`config.mk`:
```
export PLATFORM = sky130hd
export DESIGN_NAME = pdm_tx_dac_flat
export DESIGN_NICKNAME = d
export VERILOG_FILES = /design/src/rtl/pdm_tx_dac_if.sv /design/src/rtl/pdm_tx_dac.sv /design/src/flat_wrapper.sv
export SDC_FILE = /design/constraint.sdc
export NUM_CORES = 1
export LEC_CHECK = 0
export ABC_AREA = 0
export CAP_MARGIN = 10
export CORE_MARGIN = 2
export CORE_UTILIZATION = 61
export CTS_CLUSTER_DIAMETER = 120
export DETAILED_ROUTE_END_ITERATION = 10
export PLACE_DENSITY = 0.79
export SYNTH_ARGS = -nofsm -noshare
export SYNTH_HDL_FRONTEND = slang
export SYNTH_SLANG_ARGS = --single-unit
```
`constraint.sdc`:
```
create_clock -name clk -period 6.1 [get_ports clk]
set_input_delay 0.61 -clock clk [delete_from_list [all_inputs] [get_ports clk]]
set_output_delay 0.61 -clock clk [all_outputs]
set_load 0.01 [all_outputs]
```
`src/rtl/pdm_tx_dac_if.sv`:
```
// pdm_tx_dac_if: TinyQV peripheral register bus between the CPU (master) and the PDM transmitter (slave).
interface pdm_tx_dac_if;
    logic [5:0]  address;
    logic [31:0] data_in;
    logic [1:0]  data_write_n;
    logic [1:0]  data_read_n;
    logic [31:0] data_out;
    logic        data_ready;
    modport master (output address, data_in, data_write_n, data_read_n, input data_out, data_ready);
    modport slave (input address, data_in, data_write_n, data_read_n, output data_out, data_ready);
endinterface

```
`src/rtl/pdm_tx_dac.sv`:
```
// pdm_tx_dac: PCM-to-PDM transmitter with a sample FIFO and a 2nd-order delta-sigma modulator.
// Define PDM_TX_DITHER_EN to add a small LFSR dither term to the modulator input.
module pdm_tx_dac #(
    parameter int         FIFO_DEPTH   = 4,
    parameter logic [7:0] CLKDIV_RESET = 8'd20,
    parameter logic [7:0] OSR_RESET    = 8'd63
) (
    input  logic        clk,
    input  logic        rst,
    pdm_tx_dac_if.slave bus,
    output logic        pdm_clk_o,
    output logic        pdm_dat_o,
    output logic        user_interrupt
);
    localparam int AW = $clog2(FIFO_DEPTH);
    localparam int LW = AW + 1;

    logic          en, ie, flush, underrun, overflow;
    logic [7:0]    clkdiv, osr, phase, bitcnt, peff;
    logic [15:0]   mem [FIFO_DEPTH];
    logic [AW-1:0] wr_ptr, rd_ptr;
    logic [LW-1:0] level;
    logic [15:0]   cur;
    logic [19:0]   i1, i1_n;
    logic [23:0]   i2, i2_n;
    logic [21:0]   x, s1;
    logic [25:0]   s2;
    logic          wr, tick, pop, do_pop, push, do_push, empty, full;
    logic          unused_ok;

    assign wr      = bus.data_write_n != 2'b11;
    assign peff    = clkdiv < 8'd2 ? 8'd2 : clkdiv;
    assign tick    = en && phase == 8'd0;
    assign pop     = tick && bitcnt == osr;
    assign empty   = level == '0;
    assign full    = level == LW'(FIFO_DEPTH);
    assign do_pop  = pop && !empty && !flush;
    assign push    = wr && bus.address == 6'h08;
    assign do_push = push && !flush && (!full || do_pop);

`ifdef PDM_TX_DITHER_EN
    logic [15:0] lfsr;
    always_ff @(posedge clk or posedge rst) begin
        if (rst || !en) lfsr <= 16'hACE1;
        else if (tick) lfsr <= {lfsr[14:0], lfsr[15] ^ lfsr[13] ^ lfsr[12] ^ lfsr[10]};
    end
    assign x = {{6{cur[15]}}, cur} + {{18{lfsr[3]}}, lfsr[3:0]};
`else
    assign x = {{6{cur[15]}}, cur};
`endif

    // Feedback is +32767 / -32768 chosen by the previous output bit; integrators saturate instead of wrapping.
    assign s1   = {{2{i1[19]}}, i1} + x - (pdm_dat_o ? 22'h007FFF : 22'h3F8000);
    assign s2   = {{2{i2[23]}}, i2} + {{6{i1[19]}}, i1} - (pdm_dat_o ? 26'h0007FFF : 26'h3FF8000);
    assign i1_n = s1[21:19] == 3'b000 || s1[21:19] == 3'b111 ? s1[19:0] : {s1[21], {19{~s1[21]}}};
    assign i2_n = s2[25:23] == 3'b000 || s2[25:23] == 3'b111 ? s2[23:0] : {s2[25], {23{~s2[25]}}};

    always_ff @(posedge clk or posedge rst) begin
        if (rst) begin
            en             <= 1'b0;
            ie             <= 1'b0;
            flush          <= 1'b0;
            underrun       <= 1'b0;
            overflow       <= 1'b0;
            clkdiv         <= CLKDIV_RESET;
            osr            <= OSR_RESET;
            phase          <= 8'd0;
            bitcnt         <= 8'd0;
            wr_ptr         <= '0;
            rd_ptr         <= '0;
            level          <= '0;
            cur            <= 16'd0;
            i1             <= 20'd0;
            i2             <= 24'd0;
            pdm_clk_o      <= 1'b0;
            pdm_dat_o      <= 1'b0;
            user_interrupt <= 1'b0;
            for (int i = 0; i < FIFO_DEPTH; i++) mem[i] <= 16'd0;
        end else begin
            flush <= 1'b0;
            if (wr && bus.address == 6'h00) begin
                en    <= bus.data_in[0];
                flush <= bus.data_in[1];
                ie    <= bus.data_in[2];
            end
            if (wr && bus.address == 6'h04) clkdiv <= bus.data_in[7:0];
            if (wr && bus.address == 6'h10) osr <= bus.data_in[7:0];
            if (wr && bus.address == 6'h0C && bus.data_in[6]) underrun <= 1'b0;
            if (wr && bus.address == 6'h0C && bus.data_in[7]) overflow <= 1'b0;
            if (pop && empty && !flush) underrun <= 1'b1;
            if (push && !flush && full && !do_pop) overflow <= 1'b1;
            if (flush) begin
                wr_ptr <= '0;
                rd_ptr <= '0;
                level  <= '0;
            end else begin
                if (do_push) begin
                    mem[wr_ptr] <= bus.data_in[15:0];
                    wr_ptr      <= wr_ptr + AW'(1);
                end
                if (do_pop) rd_ptr <= rd_ptr + AW'(1);
                level <= level + LW'(do_push) - LW'(do_pop);
            end
            if (!en) begin
                phase     <= 8'd0;
                bitcnt    <= 8'd0;
                i1        <= 20'd0;
                i2        <= 24'd0;
                cur       <= 16'd0;
                pdm_clk_o <= 1'b0;
                pdm_dat_o <= 1'b0;
            end else begin
                // Registering the divided clock lines its rising edge up with the tick that updates pdm_dat_o.
                phase     <= phase >= peff - 8'd1 ? 8'd0 : phase + 8'd1;
                pdm_clk_o <= phase < {1'b0, peff[7:1]};
                if (tick) begin
                    i1        <= i1_n;
                    i2        <= i2_n;
                    pdm_dat_o <= ~i2_n[23];
                    bitcnt    <= bitcnt == osr ? 8'd0 : bitcnt + 8'd1;
                end
                if (do_pop) cur <= mem[rd_ptr];
            end
            user_interrupt <= ie && (level < LW'(2) || underrun);
        end
    end

    assign bus.data_out = bus.address == 6'h00 ? {29'h0, ie, 1'b0, en} :
                          bus.address == 6'h04 ? {24'h0, clkdiv} :
                          bus.address == 6'h0C ? {24'h0, overflow, underrun, full, empty, 1'b0, 3'(level)} :
                          bus.address == 6'h10 ? {24'h0, osr} : 32'h0;
    assign bus.data_ready = 1'b1;
    assign unused_ok = &{1'b0, bus.data_read_n, bus.data_in[31:16]};
endmodule
```
`src/flat_wrapper.sv`:
```
// flat-port wrapper written by rule: the top's interface ports become plain ports
module pdm_tx_dac_flat 
#(
    parameter int         FIFO_DEPTH   = 4,
    parameter logic [7:0] CLKDIV_RESET = 8'd20,
    parameter logic [7:0] OSR_RESET    = 8'd63
)
  (clk, rst, pdm_clk_o, pdm_dat_o, user_interrupt, bus_address, bus_data_in, bus_data_write_n, bus_data_read_n, bus_data_out, bus_data_ready);
  pdm_tx_dac_if bus_i ();
  input  logic clk;
  input  logic rst;
  output logic pdm_clk_o;
  output logic pdm_dat_o;
  output logic user_interrupt;
  input wire logic [$bits(bus_i.address)-1:0] bus_address;
  input wire logic [$bits(bus_i.data_in)-1:0] bus_data_in;
  input wire logic [$bits(bus_i.data_write_n)-1:0] bus_data_write_n;
  input wire logic [$bits(bus_i.data_read_n)-1:0] bus_data_read_n;
  output wire logic [$bits(bus_i.data_out)-1:0] bus_data_out;
  output wire logic [$bits(bus_i.data_ready)-1:0] bus_data_ready;
  assign bus_i.address = bus_address;
  assign bus_i.data_in = bus_data_in;
  assign bus_i.data_write_n = bus_data_write_n;
  assign bus_i.data_read_n = bus_data_read_n;
  assign bus_data_out = bus_i.data_out;
  assign bus_data_ready = bus_i.data_ready;
  pdm_tx_dac #(.FIFO_DEPTH(FIFO_DEPTH), .CLKDIV_RESET(CLKDIV_RESET), .OSR_RESET(OSR_RESET)) u_core (.clk(clk), .rst(rst), .bus(bus_i), .pdm_clk_o(pdm_clk_o), .pdm_dat_o(pdm_dat_o), .user_interrupt(user_interrupt));
endmodule
```
==> results of run 1 <==
per-stage QoR:
step / total power (uW) / area (um2) / instances / hold WS, ps / setup WS (ps)
floorplan: 4610 / 12700 / 1338 / 447 / 871
global placement: 5330 / 13100 / 1597 / 469 / 906
detailed placement: 5430 / 13100 / 1597 / 477 / 860
CTS: 6590 / 13800 / 1629 / 495 / 843
global route: 7140 / 13800 / 1629 / 507 / 356
finish: 6600 / 13800 / 1629 / 491 / 831
worst paths after layout:
path                                    to          from  cells after the start
max                           u_core.i2[8]  u_core.i1[1]                     19
min                           u_core.i2[7]  u_core.i2[7]                      2
max reg2reg                   u_core.i2[8]  u_core.i1[1]                     19
min reg2reg                   u_core.i2[7]  u_core.i2[7]                      2
max in group asynchronous   u_core.mem[52]           rst                      3
min in group asynchronous  u_core.phase[0]           rst                      2
report_power, final:
group	leakage, uW	internal, uW	switching [uW]	total (uW)
logic	0.00404	1720	2160	3880
clock network	0.000301	566	565	1130
registers	0.00230	1340	248	1590
worst reg2reg max path, stage by stage (launching register included):
cell,delay [ps]
dfrtp_1,420
ha_1,310
a211oi_1,220
o21ai_0,170
o22a_1,250
a311o_1,400
a311o_1,440
a211o_1,350
a31o_2,240
a21oi_1,170
xnor2_1,170
ha_1,320
a21oi_1,260
mux2i_1,220
o21a_1,130
o211ai_1,150
or3_1,450
buf_4,230
a21oi_1,160
o21ai_0,90
final cells by class:
class                      instances  area [um2]
sequential                       171        4290
timing repair buffer              49         458
fill                            1593        6480
multi-input combinational       1054        7830
inverter                          53         204
clock buffer                      17         425
clock inverter                    15         215
tap                              270         338
layout by cell type, fill, tap and decap left out, types with 14 or more instances in the layout:
master and count:
nor3_1 17, o21a_1 25, dfrtp_1 163, xor2_1 15
conb_1 25, mux4_2 16, mux2_2 73, inv_1 52
a21oi_1 98, ha_1 115, nor2_1 68, nand3_1 20
a22oi_1 18, o21bai_1 14, nand2_1 134, nor2b_1 20
clkbuf_16 17, a21o_1 32, xnor2_1 77, o21ai_0 87
and3_1 15, clkdlybuf4s50_1 36
cells in the mapped netlist, drive strengths merged, types with 8 or more instances:
| cell | number | area (um2) |
|---|---|---|
| and2 | 8 | 50.1 |
| buf | 33 | 251 |
| and3 | 15 | 93.8 |
| clkbuf | 27 | 101 |
| mux4 | 16 | 360 |
| xnor2 | 77 | 674 |
| nor2 | 70 | 282 |
| a22oi | 18 | 135 |
| ha | 115 | 1440 |
| or3 | 11 | 73.8 |
| o31ai | 9 | 72.6 |
| a21o | 32 | 240 |
| nand3 | 20 | 100 |
| o21bai | 14 | 105 |
| o21a | 25 | 188 |
| inv | 53 | 199 |
| mux2 | 84 | 946 |
| o211ai | 11 | 82.6 |
| nand2 | 138 | 548 |
| nor2b | 21 | 131 |
| a21oi | 98 | 490 |
| nor3 | 18 | 101 |
| dfstp | 8 | 210 |
| a31oi | 13 | 81.3 |
| nand2b | 11 | 68.8 |
| dfrtp | 163 | 4080 |
| o21ai | 92 | 460 |
| xor2 | 15 | 131 |
metal layers:
metal | up-vias | share of wire | GRT usage
met3 | 39 | 0.031 | 0.0284
met4 | 0 | 0.016 | 0.0707
met5 | - | 0 | 0
met2 | 195 | 0.51 | 0.465
met1 | 4796 | 0.45 | 0.343
li1 | 4787 | - | -
registers in the layout, indices dropped and copies added (netlist names), 2 cells and up:
name,count
u_core.level,3
u_core.osr,8
u_core.rd_ptr,2
u_core.bitcnt,8
u_core.i2,24
u_core.clkdiv,8
u_core.phase,8
u_core.i1,20
u_core.wr_ptr,2
u_core.cur,16
u_core.mem,64
logic make-up (layout without fill, tap and decap cells):
| kind of cell | Yosys count | after routing | share of synthesized area |
|---|---|---|---|
| AOI/OAI and AO/OA | 369 | 369 | 0.187 |
| and+or+nand+nor | 342 | 342 | 0.132 |
| DFF | 171 | 171 | 0.341 |
| adders and majority gates | 120 | 120 | 0.122 |
| buffers and inverters | 113 | 134 | 0.0439 |
| muxes | 106 | 106 | 0.109 |
| xor gates and xnor gates | 92 | 92 | 0.0641 |
| other | 2 | 25 | 0.000597 |
==> run metrics, run 1 <==
gr usage total=0.262; worst-path fanout max=13; Avg Cell Area, Syn=approximately 9.6 um2; min cycle time layout=around 5300 ps; average via count per standard cell=about 6; Seq/Total Area, Yosys=0.341; PortBufs=36; largest net degree at the start of global routing=between 70 and 80; clock-pin slew on the worst setup and hold paths=around 80 ps; Die H=~150 um; Max Cap Viol=0; register bit total from synthesis=between 150 and 200; Initial Utilization=0.621; share of cells above drive strength 1=0.121; Num CTS Buffers=17; number of global-route vias before repair=around 9600; Largest delay share family, worst path=compound AO/OA/AOI/OAI gates; Die Area=~0.022 mm2; top_reg_cell synth=dfrtp_1; worst-path cell chain=ha_1 -> a211oi_1 -> o21ai_0 -> o22a_1 -> a311o_1 -> a311o_1 -> a211o_1 -> a31o_2 -> a21oi_1 -> xnor2_1 -> ha_1 -> a21oi_1 -> mux2i_1 -> o21a_1 -> o211ai_1 -> or3_1 -> buf_4 -> a21oi_1 -> o21ai_0; Wirelength per Cell=17.2 um; async set or reset register ratio after synthesis=1.00; period utilization=0.864; worst path required time=around 6400 ps; Cells after Synth=approximately 1300; EDFF count, synth=0; chip width=approximately 150 um; I/O pin count=80; Buf/Inv on CP=1; DPL Wire Length=~20 mm; critical path data arrival time=about 5600 ps; Clock Skews=between 9 and 10 ps; Final TNS setup=0 ps; Least-Margin Pin Slew=~1000 ps; ANT cells=0; H-tree depth=4; # DRC=0; initial antenna violation count=0; RePlAce Congestion=slightly below 0.9; crit path capture type=register; maximum VDD drop=around 240 uV; # clock sinks=about 170; number of vias in the routed layout=~9800; Core ar.=just over 0.02 mm2; CP dominant cell by count=a21oi_1; Area Growth Syn to Fin=9.40%; Iteration-0 DRC Markers=about 560; max-slew violations=0; slowest CP cell=or3_1; Startpoint Class=register; DR pass1 iterations=5; Synth Warn #=0; Layout Utilization=0.680; Final nets=1510; total grt overflow=0; status=complete, no violations; Distinct cells, synth=71; Hold Crit Class=reg2reg; Fmax=0.190 GHz; root buffer cell=clkbuf_16; max incr delay on CP=between 400 and 500 ps; Setup Crit Path Kind=reg2reg; Resized Gates After CTS=0; final setup fails=0; FP Rows=52; RSZ-0062 raised after global routing=no; first-pass GRT wire length=46.6 mm; Post-CTS Setup Bufs=0; hold_buf cts=0; P_leak=approximately 0.0066 uW; Slew HR=0.301; CTS tree=yes; Pwr Density=480 mW/mm2; Longest Clk Path Bufs=2; Fin. Hold Viols=0; flop-to-flop setup slack=between 800 and 900 ps; Post-Route WL=between 20 and 30 mm; Mapped Area=0.0126 mm2; worst skew pair latency=440 ps; DRT antenna net count=0
No activity file was read; power rests on OpenSTA's default activity.
==> run 2, diff against run 1 <==
clock period = 5.2 ns   (was 6.1 ns; I/O delays follow)
==> run 2 against run 1 <==
Compared with the run above:
- final cell count is 0.74% higher
- critical path depth is 1 lower
- clock-buffer cell count stayed put
- clock skew is 6.3 ps higher
- global-route usage is 0.32 points higher
- non-clock buffer count is 12 higher
- design area is 1.4% higher
- hold slack better by 2.6 ps
- power is 20% higher
- die area stayed put
- register-to-register slack worse by 540 ps
- critical endpoint is now u_core.i2[18]
==> run metrics, run 2 (synthesized netlist as in run 1, its figures left out) <==
Setup Crit Path Kind=reg2reg; Die Area=0.0218 mm2; Fmax=between 0.2 and 0.25 GHz; layout filler cell count=1509; number of flip-flops in the largest register=between 60 and 70; reg2reg path depth=18; Wirelength per Cell=roughly 17 um; Iteration-0 DRC Markers=647; ANT cells=0; worst skew pair latency=between 400 and 500 ps; worst path required time=5520 ps; FP Rows=52; Area Growth Syn to Fin=11.0%; Initial Utilization=0.621; Final TNS setup=0 ps; Hold Crit Class=reg2reg; gr usage total=0.265; Post-Route WL=about 28 mm; initial antenna violation count=0; P_leak=between 0.006 and 0.007 uW; DRT antenna net count=0; RePlAce Congestion=between 0.8 and 0.9; hold_buf cts=0; Least-Margin Pin Slew=between 1000 and 1500 ps; Longest Clk Path Bufs=2; largest net degree at the start of global routing=about 170; # clock sinks=171; commonest non-fill, non-tap cells in the layout=163 x dfrtp_1, 134 x nand2_1, 112 x ha_1; Startpoint Class=register; H-tree depth=4; I/O pin count=80; Core ar.=~0.020 mm2; maximum VDD drop=about 290 uV; share of cells above drive strength 1=0.139; period utilization=0.944; root buffer cell=clkbuf_16; Die H=~150 um; Num CTS Buffers=17; final setup fails=0; first-pass GRT wire length=between 40 and 50 mm; number of global-route vias before repair=about 9700; max-slew violations=0; DR pass1 iterations=5; Pwr Density=approximately 570 mW/mm2; PortBufs=36; CTS tree=yes; clock-pin slew on the worst setup and hold paths=80 ps; commonest non-fill, non-tap cell in the layout=dfrtp_1; Slew HR=0.285; post-route cell area=between 0.01 and 0.015 mm2; Clock Skews=approximately 16 ps; Max Cap Viol=0; number of vias in the routed layout=about 10000; Placed Area=approximately 0.013 mm2; Fin. Hold Viols=0; critical path data arrival time=between 5000 and 6000 ps; Biggest register=u_core.mem; DPL Wire Length=roughly 20 mm; status=complete, no violations; total grt overflow=0; post-route insts no fill=1641; crit path capture type=register; total power=between 7000 and 8000 uW; average via count per standard cell=between 6 and 7; Final nets=1522; Placed Cells incl. Taps=roughly 1600; Largest regs=u_core.mem (64), u_core.i2 (24), u_core.i1 (20); Hold Path Depth=2; chip width=148 um; # DRC=0; worst-path fanout max=9; min cycle time layout=between 4000 and 5000 ps
==> run 2: cell count changes in the layout (fill, tap and decap cells not counted), moves of 3 or more <==
cell and delta:
o21ai_0 -3, buf_4 +10, clkinv_8 -3, ha_1 -3
==> run 2: path summary, 6_finish.rpt <==
check / slack, ps / to / start
min in group asynchronous: 690 / u_core.i2[23] / rst
hold reg to reg: 490 / u_core.i2[7] / u_core.i2[7]
max in group asynchronous: 3820 / u_core.cur[5] / rst
setup / recovery: 290 / u_core.i2[18] / u_core.i1[1]
hold / removal: 490 / u_core.i2[7] / u_core.i2[7]
setup reg to reg: 290 / u_core.i2[18] / u_core.i1[1]
==> run 2: what timing repair did <==
action | CTS | global route
setup buffers | 0 | 2
setup endpoints to repair | 0 | 42
gates resized for setup | 0 | 20
==> run 2: report_power, final <==
group / total, uW / switching (uW) / internal, uW
registers: 1880 / 302 / 1570
logic: 4700 / 2570 / 2120
clock network: 1370 / 695 / 677
==> run 2: metal layers <==
layer / wire (um) / track usage
met5: 0 / 0
met4: 611 / 0.0861
met3: 1190 / 0.0435
met2: 14000 / 0.455
met1: 12600 / 0.345
==> run 2: cell type report <==
| type | instances | area (um2) | area share |
|---|---|---|---|
| sequential | 171 | 4290 | 0.307 |
| timing repair buffer | 61 | 573 | 0.0411 |
| multi-input combinational | 1054 | 7900 | 0.566 |
| inverter | 53 | 204 | 0.0146 |
| clock buffer | 17 | 425 | 0.0305 |
| tap | 270 | 338 | 0.0242 |
| clock inverter | 15 | 220 | 0.0158 |
==> run 2: worst max-delay path: stages, from the launching register on <==
cell	delay, ps
dfrtp_1	440
ha_1	330
a211oi_2	220
o21ai_1	130
o22a_1	230
a311o_1	360
a311o_1	390
a211o_1	330
a31o_2	250
a21oi_2	150
xnor2_1	160
ha_1	320
and3_4	220
a221oi_1	270
o211ai_1	160
or3_4	410
buf_4	180
a21oi_1	160
o21ai_0	100
==> run 2: per-stage QoR <==
| step | setup slack, ps | utilization | hold WS [ps] |
|---|---|---|---|
| after floorplan | 61.4 | - | 447 |
| after global placement | 187 | 0.653 | 470 |
| after detailed placement | 139 | 0.653 | 476 |
| after CTS | 103 | 0.685 | 496 |
| after global routing | -3.82 | 0.690 | 519 |
| final | 291 | 0.690 | 494 |
